**config.mk**
```make
export PLATFORM = sky130hd
export DESIGN_NAME = mant_negate_serial_flat
export DESIGN_NICKNAME = d
export VERILOG_FILES = /design/src/rtl/mant_negate_serial_if.sv /design/src/rtl/mant_negate_serial.sv /design/src/flat_wrapper.sv
export SDC_FILE = /design/constraint.sdc
export NUM_CORES = 1
export LEC_CHECK = 0
export BUFFER_PORTS_ARGS = -buffer_cell sky130_fd_sc_hd__clkbuf_2
export CORE_MARGIN = 2
export CORE_UTILIZATION = 36
export CTS_CLUSTER_DIAMETER = 30
export DETAILED_ROUTE_END_ITERATION = 16
export MAX_ROUTING_LAYER = met4
export PLACE_DENSITY_LB_ADDON = 0.3
export SETUP_SLACK_MARGIN = 0.05
export SLEW_MARGIN = 20
export SYNTH_ARGS = -nofsm -noshare
export SYNTH_HDL_FRONTEND = slang
export SYNTH_SLANG_ARGS = --single-unit
```
**constraint.sdc**
```tcl
create_clock -name clk -period 4.8 [get_ports clk]
set_clock_uncertainty 0.15 [all_clocks]
set_input_delay 0 -clock clk [delete_from_list [all_inputs] [get_ports clk]]
set_output_delay 0 -clock clk [all_outputs]
set_load 0.005 [all_outputs]
```
**src/rtl/mant_negate_serial_if.sv**
```systemverilog
// +-----------------------------------------------------------------------+
// | mant_negate_serial_if : operand/result handshake bundle               |
// | Rev 1.0                                                               |
// +-----------------------------------------------------------------------+
`default_nettype none

interface mant_negate_serial_if #(
   parameter int W = 23
) ();
   logic         in_valid;
   logic         in_ready;
   logic [W-1:0] b;
   logic [1:0]   mode;
   logic         out_valid;
   logic         out_ready;
   logic [W-1:0] out;
   logic         xout;
   logic         cout;

   modport master (
      output in_valid, b, mode, out_ready,
      input  in_ready, out_valid, out, xout, cout
   );

   modport slave (
      input  in_valid, b, mode, out_ready,
      output in_ready, out_valid, out, xout, cout
   );
endinterface

`default_nettype wire

```
**src/rtl/mant_negate_serial.sv**
```systemverilog
// +-----------------------------------------------------------------------+
// | mant_negate_serial : CHUNK-bit-per-clock pass/negate/ones-complement   |
// | of {HIDDEN, B}; Rev 1.0                                               |
// +-----------------------------------------------------------------------+
`default_nettype none

module mant_negate_serial #(
   parameter int W      = 23,
   parameter int CHUNK  = 4,
   parameter int HIDDEN = 1
) (
   input  logic               clk,
   input  logic               rst_n,
   mant_negate_serial_if.slave bus
);
   localparam int             NSLICE = (W + 1) / CHUNK;
   localparam int             CW     = (NSLICE > 1) ? $clog2(NSLICE) : 1;
   localparam logic [CW-1:0]  LAST   = CW'(NSLICE - 1);

   generate
      if (((W + 1) % CHUNK) != 0) begin : g_chunk_check
         $error("mant_negate_serial: CHUNK must divide W+1");
      end
   endgenerate

   typedef enum logic [1:0] {
      IDLE = 2'd0,
      RUN  = 2'd1,
      DONE = 2'd2
   } state_t;

   state_t          state, state_nxt;
   logic [W:0]      opnd;
   logic [W:0]      work;
   logic [W:0]      work_nxt;
   logic [W:0]      res;
   logic [1:0]      mode_q;
   logic            carry;
   logic            cout_q;
   logic [CW-1:0]   cnt;
   logic            in_ready;
   logic            out_valid;
   logic            accept;
   logic            last;
   logic            invert;
   logic [CHUNK:0]  sum;

   always_ff @(posedge clk) begin
      if (!rst_n) state <= IDLE;
      else        state <= state_nxt;
   end

   always_comb begin
      state_nxt = state;
      in_ready  = 1'b0;
      out_valid = 1'b0;
      accept    = 1'b0;
      last      = 1'b0;
      case (state)
         IDLE: begin
            in_ready = 1'b1;
            if (bus.in_valid) begin
               accept    = 1'b1;
               state_nxt = RUN;
            end
         end
         RUN: begin
            if (cnt == LAST) begin
               last      = 1'b1;
               state_nxt = DONE;
            end
         end
         DONE: begin
            out_valid = 1'b1;
            if (bus.out_ready) state_nxt = IDLE;
         end
         default: state_nxt = IDLE;
      endcase
   end

   // Reserved mode 11 falls through to pass: no inversion, zero carry-in.
   assign invert = (mode_q == 2'b01) || (mode_q == 2'b10);
   assign sum    = {1'b0, opnd[CHUNK-1:0] ^ {CHUNK{invert}}} + {{CHUNK{1'b0}}, carry};

   // Operand shifts down and results shift in from the top, so slice k is
   // always at the bottom of opnd on the k-th RUN edge.
   generate
      if (NSLICE == 1) begin : g_single
         assign work_nxt = sum[CHUNK-1:0];
      end else begin : g_multi
         assign work_nxt = {sum[CHUNK-1:0], work[W:CHUNK]};
      end
   endgenerate

   always_ff @(posedge clk) begin
      if (!rst_n) begin
         opnd   <= '0;
         work   <= '0;
         res    <= '0;
         mode_q <= 2'b00;
         carry  <= 1'b0;
         cout_q <= 1'b0;
         cnt    <= '0;
      end else if (accept) begin
         opnd   <= {1'(HIDDEN), bus.b};
         mode_q <= bus.mode;
         carry  <= (bus.mode == 2'b01);
         cnt    <= '0;
      end else if (state == RUN) begin
         opnd  <= opnd >> CHUNK;
         work  <= work_nxt;
         carry <= sum[CHUNK];
         if (last) begin
            res    <= work_nxt;
            cout_q <= sum[CHUNK];
         end else begin
            cnt <= cnt + CW'(1);
         end
      end
   end

   assign bus.in_ready  = in_ready;
   assign bus.out_valid = out_valid;
   assign bus.out       = res[W-1:0];
   assign bus.xout      = res[W];
   assign bus.cout      = cout_q;
endmodule

`default_nettype wire

```
**src/flat_wrapper.sv**
```systemverilog
// flat-port wrapper written by rule: the top's interface ports become plain ports
module mant_negate_serial_flat 
#(
   parameter int W      = 23,
   parameter int CHUNK  = 4,
   parameter int HIDDEN = 1
)
  (clk, rst_n, bus_in_valid, bus_b, bus_mode, bus_out_ready, bus_in_ready, bus_out_valid, bus_out, bus_xout, bus_cout);
  mant_negate_serial_if #(.W(W)) bus_i ();
  input  logic clk;
  input  logic rst_n;
  input wire logic [$bits(bus_i.in_valid)-1:0] bus_in_valid;
  input wire logic [$bits(bus_i.b)-1:0] bus_b;
  input wire logic [$bits(bus_i.mode)-1:0] bus_mode;
  input wire logic [$bits(bus_i.out_ready)-1:0] bus_out_ready;
  output wire logic [$bits(bus_i.in_ready)-1:0] bus_in_ready;
  output wire logic [$bits(bus_i.out_valid)-1:0] bus_out_valid;
  output wire logic [$bits(bus_i.out)-1:0] bus_out;
  output wire logic [$bits(bus_i.xout)-1:0] bus_xout;
  output wire logic [$bits(bus_i.cout)-1:0] bus_cout;
  assign bus_i.in_valid = bus_in_valid;
  assign bus_i.b = bus_b;
  assign bus_i.mode = bus_mode;
  assign bus_i.out_ready = bus_out_ready;
  assign bus_in_ready = bus_i.in_ready;
  assign bus_out_valid = bus_i.out_valid;
  assign bus_out = bus_i.out;
  assign bus_xout = bus_i.xout;
  assign bus_cout = bus_i.cout;
  mant_negate_serial #(.W(W), .CHUNK(CHUNK), .HIDDEN(HIDDEN)) u_core (.clk(clk), .rst_n(rst_n), .bus(bus_i));
endmodule
```
Word-level counts from Yosys, hierarchy flattened
Cells that the tools add are included.
W data, S select, Z words.
- input bits: 29
- output and inout port bits: 27
- logic and storage cells: 45
- register bits: 81
- reductions and logical operators: 8
- muxes and demuxes: 14
- bitwise gates (word level): 4
- $add $sub $neg: 2
- equal/unequal tests: 9
- operator list (operator ; number):
    $mux W24 ; 2
    $mux W1 ; 8
    $eq A2 B1 Y1 const B ; 3
    $mux W2 ; 3
    $pmux W2 S3 ; 1
    $reduce_and A3 Y1 ; 2
    $add A4 B1 Y5 ; 1
    $eq A2 B2 Y1 const B ; 2
    $ne A2 B2 Y1 const B ; 2
    $reduce_and A2 Y1 ; 2
    $xor A4 B4 Y4 ; 1
    $add A3 B1 Y3 const B ; 1
    $eq A3 B3 Y1 const B ; 1
    $not A1 Y1 ; 3
    $logic_not A2 Y1 ; 1
    $ne A2 B1 Y1 const B ; 1
    $reduce_bool A2 Y1 ; 1
    $reduce_or A2 Y1 ; 1
    $logic_or A1 B1 Y1 ; 1

Depth between registers and ports, before layout
Gate-level depths: netlist (run 1).
- depth in word-level cells: 6
- depth in mapped cells: 8
- mapped depth without buffers: 8

Worst setup path after synthesis (run 1)
Ideal clock, no wire load.
- path type: register to register
- start point: register u_core.mode_q[1]
- end point: register u_core.res[22]
- arrival time: 1.699 ns
- data required time: 4.534 ns
- path slack: 2.834 ns
- clock period less this slack: 1.966 ns
- setup time: 0.116 ns
- cell stages (with the launch flop): 9
- buffers on the path: 0
- path through: dfxtp_1 > xnor2_1 > xnor2_1 > ha_1 > ha_1 > xnor2_1 > xnor2_1 > nand2_1 > o211a_1
- word-level cells in the longest chain between the ends: 4
- elaborated cells between the ends (all ways): 5
- those cells by class: 1 x add/sub; 2 x eq/ne; 1 x bitwise; 1 x reduce/logical
- ends and longest elaborated chain (what ; line ; source):
    start, declared ; mant_negate_serial.sv:37 ; logic [1:0] mode_q;
    start signal, assigned ; mant_negate_serial.sv:106 ; mode_q <= bus.mode;
    $eq A2 B1 Y1 or $eq A2 B2 Y1 (tied branches) ; mant_negate_serial.sv:82 ; assign invert = (mode_q == 2'b01) || (mode_q == 2'b10);
    $logic_or A1 B1 Y1 (*) ; mant_negate_serial.sv:82 ;
    $xor A4 B4 Y4 (*) ; mant_negate_serial.sv:83 ; assign sum = {1'b0, opnd[CHUNK-1:0] ^ {CHUNK{invert}}} + {{CHUNK{1'b0}}, carry};
    $add A4 B1 Y5 (*) ; mant_negate_serial.sv:83 ;
    end signal, assigned ; mant_negate_serial.sv:114 ; res <= work_nxt;
    end, declared ; mant_negate_serial.sv:36 ; logic [W:0] res;
Mark *: on every way between the ends. The rest lies on a longest branch, timed or not.
A chain may end at the register's enable or synchronous reset.

Final worst setup path (run 1)
- start point: register u_core.state[1]
- end point: register u_core.mode_q[1]
- word-level cells in the longest chain between the ends: 2
- ends and longest elaborated chain (what ; line ; source):
    start, declared ; mant_negate_serial.sv:32 ; state_t state, state_nxt;
    start signal, assigned ; mant_negate_serial.sv:50 ; else state <= state_nxt;
    $logic_not A2 Y1 ; mant_negate_serial.sv:59 ; case (state)
    $mux W1 ; mant_negate_serial.sv:59 ;
Every way passes these cells.

==> summary.md, run 1 <==
| Metric | Value |
|---|---|
| Final hold vios | `0` |
| Register Area | `1541 sq um` |
| Static Leak | `approximately 1.6 nW` |
| Setup TNS | `0 ps` |
| EDFF count, synth | `0` |
| Worst path required time | `between 4000 and 5000 ps` |
| Power density over the cells | `roughly 340 nW/um^2` |
| Crit path buffers/inverters | `2` |
| Post-route insts no fill | `around 540` |
| Combinational Power Share | `under 10%` |
| Synth top area cells | `dfxtp_1 50%, a21boi_0 15%, nand2_1 14%` |
| Number of buffers created by CTS | `9` |
| Post_cts resized | `0` |
| Critical Setup Path Class | `reg -> reg` |
| Routability Congestion | `0.7586` |
| WL per Instance | `between 10 and 15 microns` |
| First-pass GRT wire length | `~11 mm` |
| NumNets Final | `approximately 470` |
| Layout cell share with drive strength beyond 1 | `a little under a fifth` |
| Largest family of logic cells by synthesized area | `compound AO/OA/AOI/OAI gates` |
| Critical Path Fanout Max | `16` |
| Gr usage total | `between 10 and 15%` |
| Die span in y | `slightly below 100 microns` |
| Critical Path Max Stage Delay | `roughly 790 ps` |
| Largest net degree at the start of global routing | `just under 80` |
| Reg power frac | `49.6%` |
| NetSw | `0.3281 mW` |
| Fin util | `just under 50%` |
| Ys async rst share | `0%` |
| Clk_lat worst skew | `350 ps` |
| CTS max path bufs | `2` |
| Diode count | `0` |
| CP endpoint kind | `register` |
| Clk root buf | `clkbuf_8` |
| RSZ-0062 raised after global routing | `false` |
| Sw frac | `between 20% and 30%` |
| Fin crit share | `51.80%` |
| I/O Pins | `between 50 and 60` |
| Cells after DPL | `~500` |
| Count leader, synth | `nand2_1` |
| Total global routing overflow | `0` |
| Synthesized instance count | `around 360` |
| Initial antenna violation count | `0` |
| Total setup buffers inserted after CTS | `0` |
| Synth Warn # | `0` |
| Syn-to-layout area delta | `28.14%` |
| Number of remaining DRC errors | `0` |
| Synth Register Bits | `77` |
| Multi-input gate area | `roughly 1500 sq um` |
| Post-synthesis adder-cell area fraction | `1.608%` |
| Max H-tree Level | `3` |
| Synthesized net count | `between 300 and 400` |
| Number of DRC markers in iteration 0 | `90` |
| Vias in the first global route | `~2.5k` |
| Post-synthesis sequential area ratio | `approximately half` |
| Post-Synth Simple-Gate Area | `18.41%` |
| Sink Count | `slightly below 80` |
| Share of Yosys cell area claimed by the top area cell type | `between 40 and 50%` |
| Area of the core | `around 8300 sq um` |
| Count of distinct cell types in the synthesized netlist | `30` |
| Final Cell Area | `approximately 4000 sq um` |
| Compound-gate portion of the synthesized area | `between 20 and 25%` |
| Synth Area in XOR/XNOR | `around 2.3%` |
| Die footprint | `roughly 9400 sq um` |
| Slew Limit Fails | `0` |
| Final setup vio count | `0` |
| TritonCTS clock tree | `done` |
| Worst path cell trace | `nor3b_2, buf_4, nand2_1, a21boi_0, dlygate4sd3_1` |
| WL final | `6.526 mm` |
| Hold WS | `131.7 ps` |
| Clk pwr share | `roughly 41%` |
| Hold WC Path Type | `in -> reg` |
| Netlist Area Pre-Place | `around 3100 sq um` |
| Top delay family on crit path | `buffers and inverters` |
| Relative slew slack | `25.14%` |
| Status | `finished clean` |
| Multiplexer share of the synthesized area | `0%` |
| PortBufs | `55` |
| Placed Area | `about 3400 sq um` |
| Routed via count | `2,596` |
| Antenna-violating nets left | `0` |
| Worst Tran Pin Value | `between 1000 and 1500 ps` |
| Critical Path AT | `between 2000 and 3000 ps` |
| Row cnt | `33` |
| Vias per cell | `4.781` |
| Max-cap check violation count | `0` |
| Max VDD drop | `~0.20 mV` |
| Critical-path top delay cell | `nor3b_2` |
| Min Tclk post-route | `around 2500 ps` |
| Ys flop type | `dfxtp_1` |
| P_int | `approximately 1.0 mW` |
| Crit start category | `register` |
| Placed wire-length estimate | `about 4.1 mm` |
| Cell taking the most area after synthesis | `dfxtp_1` |
| FILL cells | `809` |
| Initial core utilization | `between 30% and 40%` |
| FMAX | `a little over 400 MHz` |
| Worst-path clk slew | `roughly 80 ps` |
| Die width | `a little under 100 microns` |
| Synth top cells by count | `113 x nand2_1, 77 x dfxtp_1, 63 x a21boi_0` |
| Post-Syn Area per Cell | `between 8 and 9 sq um` |
| DR pass1 iterations | `4` |
[power groups by stage]
stage / Combinational (mW) / Sequential [mW] / Clock [mW]
global placement: 0.113 / 0.691 / 0
finish: 0.134 / 0.677 / 0.553
floorplan: 0.0849 / 0.687 / 0
detailed placement: 0.113 / 0.691 / 0
global route: 0.150 / 0.680 / 0.599
CTS: 0.135 / 0.677 / 0.567
[path summary, 6_finish.rpt]
kind                         from               end  slack, ps  cells after the start
hold / removal              rst_n    u_core.res[22]        130                      3
setup / recovery  u_core.state[1]  u_core.mode_q[1]       2310                      5
setup reg to reg  u_core.state[1]  u_core.mode_q[1]       2310                      5
hold reg to reg     u_core.res[6]     u_core.res[6]        320                      2
[metrics by stage]
step | power, mW | setup WS (ps)
floorplan | 0.7720 | 2834
global placement | 0.8031 | 2403
detailed placement | 0.8045 | 2393
CTS | 1.378 | 2292
global route | 1.430 | 2164
finish | 1.364 | 2314
[flip-flops by register name (all words and copies together), names as in the netlist]
| name | count |
|---|---|
| u_core.work | 20 |
| u_core.res | 24 |
| u_core.opnd | 24 |
| u_core.state | 2 |
| u_core.bus.cout | 1 |
| u_core.mode_q | 2 |
| u_core.carry | 1 |
| u_core.cnt | 3 |
[cell usage in the layout, fill, tap and decap left out]
master         instances
clkbuf_8              10
nor3b_1                1
or3_1                  1
a22oi_1               20
o21a_1                 1
bufinv_16              2
nor2_1                 6
nor2b_1                3
nand2_1              113
a21oi_1                4
and3_2                 1
xor2_1                 2
nor2b_4                1
dfxtp_1               77
nor2_8                 1
clkinv_4               1
a21boi_1               2
o311ai_0               1
a31oi_1                2
nor3b_2                1
ha_1                   4
a21boi_0              63
o21ai_0                6
a211oi_1               1
clkbuf_2              55
a21oi_2                1
inv_1                  2
buf_4                  4
nor3_1                 1
clkinv_2               1
inv_6                  2
dlygate4sd3_1         32
nand3_1                6
nand2b_1               2
xnor2_1                6
o211a_1                2
[kinds of logic (layout without fill, tap and decap cells)]
group                    count (synthesis)  count (layout)
AO/OA/AOI/OAI                          103             103
AND/OR/NAND/NOR                        137             137
adder cells (fa/ha/maj)                  4               4
flip-flops                              77              77
buffers and inverters                   27             109
XOR/XNOR                                 8               8
[worst min-delay path, delay by kind of cell]
kind,cells,cell delay [ps]
buffers and inverters,2,390
AO/OA/AOI/OAI,1,190
[layer usage]
layer  up-vias  track usage [%]  share of wire (%)
met2        59            24.15                 46
li1       1354                -                  -
met5         -                -                  0
met4         0            3.684               0.90
met1      1177            17.53                 48
met3         6            5.997                5.4
[final cells by class]
type | instances | share of cell area, %
clock buffers | 10 | 3.450
well taps | 105 | 3.294
clock inverters | 6 | 2.290
multi-input cells | 252 | 36.45
repair buffers | 91 | 15.68
inverters | 2 | 0.1882
flip-flops and latches | 77 | 38.64
[repair_timing]
action | in CTS | in global routing
hold endpoints to repair | 29 | 0
hold buffers | 32 | 0
setup endpoints to repair | 0 | 0
Power figures use the tool's default switching activity.
==> run 2: changes to the inputs <==
- clock period: 4.8 -> 2.3 ns (I/O delays scaled with it)
==> run 2 against run 1 <==
Effect of this change: die area did not move; clock-buffer cell count did not move; flip-flop and latch count did not move; utilization barely moved; critical path type unchanged; critical endpoint is now u_core.opnd[21].
==> summary.md, run 2 (synthesis gave the netlist of run 1 again) <==
| Metric | Value |
|---|---|
| Status | `finished clean (unchanged)` |
| Post-route insts no fill | `548 (was 543)` |
| Sink Count | `77 (unchanged)` |
| Sw frac | `26.09% (was 24.05%)` |
| Setup TNS | `0 ps (unchanged)` |
| CP endpoint kind | `register (unchanged)` |
| FMAX | `495.3 MHz (was 402.2 MHz)` |
| Min Tclk post-route | `2019 ps (was 2486 ps)` |
| Routability Congestion | `0.7342 (was 0.7586)` |
| Number of buffers created by CTS | `9 (unchanged)` |
| Reg2reg start | `u_core.state[1] (unchanged)` |
| Worst setup margin | `281.0 ps (was 2314 ps)` |
| Clk root buf | `clkbuf_8 (unchanged)` |
| Critical-path top delay cell | `dlygate4sd3_1 (was nor3b_2)` |
| Number of DRC markers in iteration 0 | `61 (was 90)` |
| Power density over the cells | `663.0 nW/um^2 (was 342.0 nW/um^2)` |
| Commonest cells after routing, fill and taps aside | `113 x nand2_1, 77 x dfxtp_1, 63 x a21boi_0 (unchanged)` |
| P_int | `1.953 mW (was 1.036 mW)` |
| Clk pwr share | `35.6% (was 40.6%)` |
| Setup WS pre-CTS | `376.0 ps (was 2393 ps)` |
| Routed via count | `2,633 (was 2,596)` |
| Reg power frac | `53.5% (was 49.6%)` |
| Layout cell share with drive strength beyond 1 | `19.41% (was 18.26%)` |
| Vias in the first global route | `2,552 (was 2,504)` |
| Static Leak | `1.566 nW (was 1.562 nW)` |
| Area of the core | `8299 sq um (unchanged)` |
| Final hold vios | `0 (unchanged)` |
| Critical Path Fanout Max | `22 (was 16)` |
| Largest net degree at the start of global routing | `49 (was 77)` |
| Die width | `96.99 microns (unchanged)` |
| Placed wire-length estimate | `4.389 mm (was 4.073 mm)` |
| I/O Pins | `56 (unchanged)` |
| Vias per cell | `4.805 (was 4.781)` |
| NetSw | `0.6894 mW (was 0.3281 mW)` |
| Syn-to-layout area delta | `28.01% (was 28.14%)` |
| Combinational Power Share | `11.0% (was 9.8%)` |
| Antenna-violating nets left | `0 (unchanged)` |
| Hold WC Path Type | `in -> reg (unchanged)` |
| Initial core utilization | `37.51% (unchanged)` |
| Initial antenna violation count | `0 (unchanged)` |
| DR pass1 iterations | `4 (unchanged)` |
| Cells after DPL | `500 (was 495)` |
| PortBufs | `55 (unchanged)` |
| Final setup vio count | `0 (unchanged)` |
| Clk_lat worst skew | `340 ps (was 350 ps)` |
| Max VDD drop | `0.3160 mV (was 0.1965 mV)` |
| Worst-path clk slew | `80 ps (about the same)` |
| TritonCTS clock tree | `done (unchanged)` |
| First-pass GRT wire length | `11.72 mm (was 11.18 mm)` |
| Slew Limit Fails | `0 (unchanged)` |
| Die span in y | `96.99 microns (unchanged)` |
| Diode count | `0 (unchanged)` |
| Total global routing overflow | `0 (unchanged)` |
| Fin util | `48.02% (was 48.06%)` |
| Worst path cell trace | `nand2b_2, buf_4, nand3_1, a21boi_0, dlygate4sd3_1 (was nor3b_2, buf_4, nand2_1, a21boi_0, dlygate4sd3_1)` |
| Fin crit share | `87.78% (was 51.80%)` |
| NumNets Final | `471 (was 466)` |
| Relative slew slack | `47.88% (was 25.14%)` |
| Leading cell type in the layout, fill and taps excluded | `nand2_1 (unchanged)` |
| Hold path start | `rst_n (unchanged)` |
| Critical Path AT | `2160 ps (was 2620 ps)` |
| Max H-tree Level | `3 (unchanged)` |
| Hold WS | `243.4 ps (was 131.7 ps)` |
| Critical Path Max Stage Delay | `560 ps (was 790 ps)` |
| Die footprint | `9407 sq um (unchanged)` |
| WL final | `6.749 mm (was 6.526 mm)` |
| Worst Tran Pin Value | `781.9 ps (was 1123 ps)` |
| WL per Instance | `12.32 microns (was 12.02 microns)` |
| Row cnt | `33 (unchanged)` |
| CTS max path bufs | `2 (unchanged)` |
| Max-cap check violation count | `0 (unchanged)` |
| Top flop regs | `u_core.opnd x24, u_core.res x24, u_core.work x20 (unchanged)` |
| RSZ-0062 raised after global routing | `false (unchanged)` |
| Critical Setup Path Class | `reg -> reg (unchanged)` |
| Gr usage total | `15.51% (was 14.97%)` |
| Worst path required time | `2440 ps (was 4940 ps)` |
| Crit start category | `register (unchanged)` |
| Number of remaining DRC errors | `0 (unchanged)` |
| Crit path launch | `u_core.state[1] (unchanged)` |
-- run 2: metal layers --
metal | GRT usage [%] | share of wire (%) | vias to the layer above
li1 | - | - | 1358
met1 | 18.35 | 46 | 1209
met2 | 25.59 | 48 | 57
met3 | 4.408 | 4.6 | 9
met4 | 4.875 | 1.3 | 0
met5 | - | 0 | -
-- run 2: critical path: cells and delay by family (launching register included) --
kind | cells | cell delay, ps
flip-flops | 1 | 460
AND/OR/NAND/NOR | 2 | 360
buffers and inverters | 2 | 840
AO/OA/AOI/OAI | 1 | 160
-- run 2: path summary, 6_finish.rpt --
kind	to	slack [ps]	cells past startpoint
worst max-delay path	u_core.opnd[21]	280	5
worst min-delay path	u_core.bus.cout	240	3
worst max register to register	u_core.opnd[21]	280	5
worst min register to register	u_core.res[0]	310	2
-- run 2: stage by stage --
step | total power [mW] | cell area [sq um]
3_3_place_gp | 1.686 | 3477
5_1_grt | 2.777 | 3985
3_5_place_dp | 1.691 | 3477
2_1_floorplan | 1.611 | 3113
4_1_cts | 2.678 | 3983
6_report | 2.642 | 3985
-- run 2: power by group through the flow --
| stage | combinational, mW | clock, mW | sequential, mW |
|---|---|---|---|
| floorplan | 0.177 | 0 | 1.43 |
| global route | 0.328 | 1.03 | 1.42 |
| detailed placement | 0.248 | 0 | 1.44 |
| global placement | 0.245 | 0 | 1.44 |
| finish | 0.290 | 0.940 | 1.41 |
| CTS | 0.291 | 0.975 | 1.41 |
-- run 2: what timing repair did --
action                                  in CTS  in global routing
hold endpoints to repair                    28                  0
endpoints found under the setup margin       0                  2
setup buffers                                0                  0
resized for setup                            0                  1
hold buffers                                32                  0
-- run 2: final cells by class --
class | count | area, sq um
Timing Repair Buffer | 96 | 663.1
Clock buffer | 10 | 137.6
Fill cell | 813 | 4314
Sequential cell | 77 | 1541
Clock inverter | 6 | 47.55
Tap cell | 105 | 131.4
Multi-Input combinational cell | 252 | 1456
Inverter | 2 | 7.507
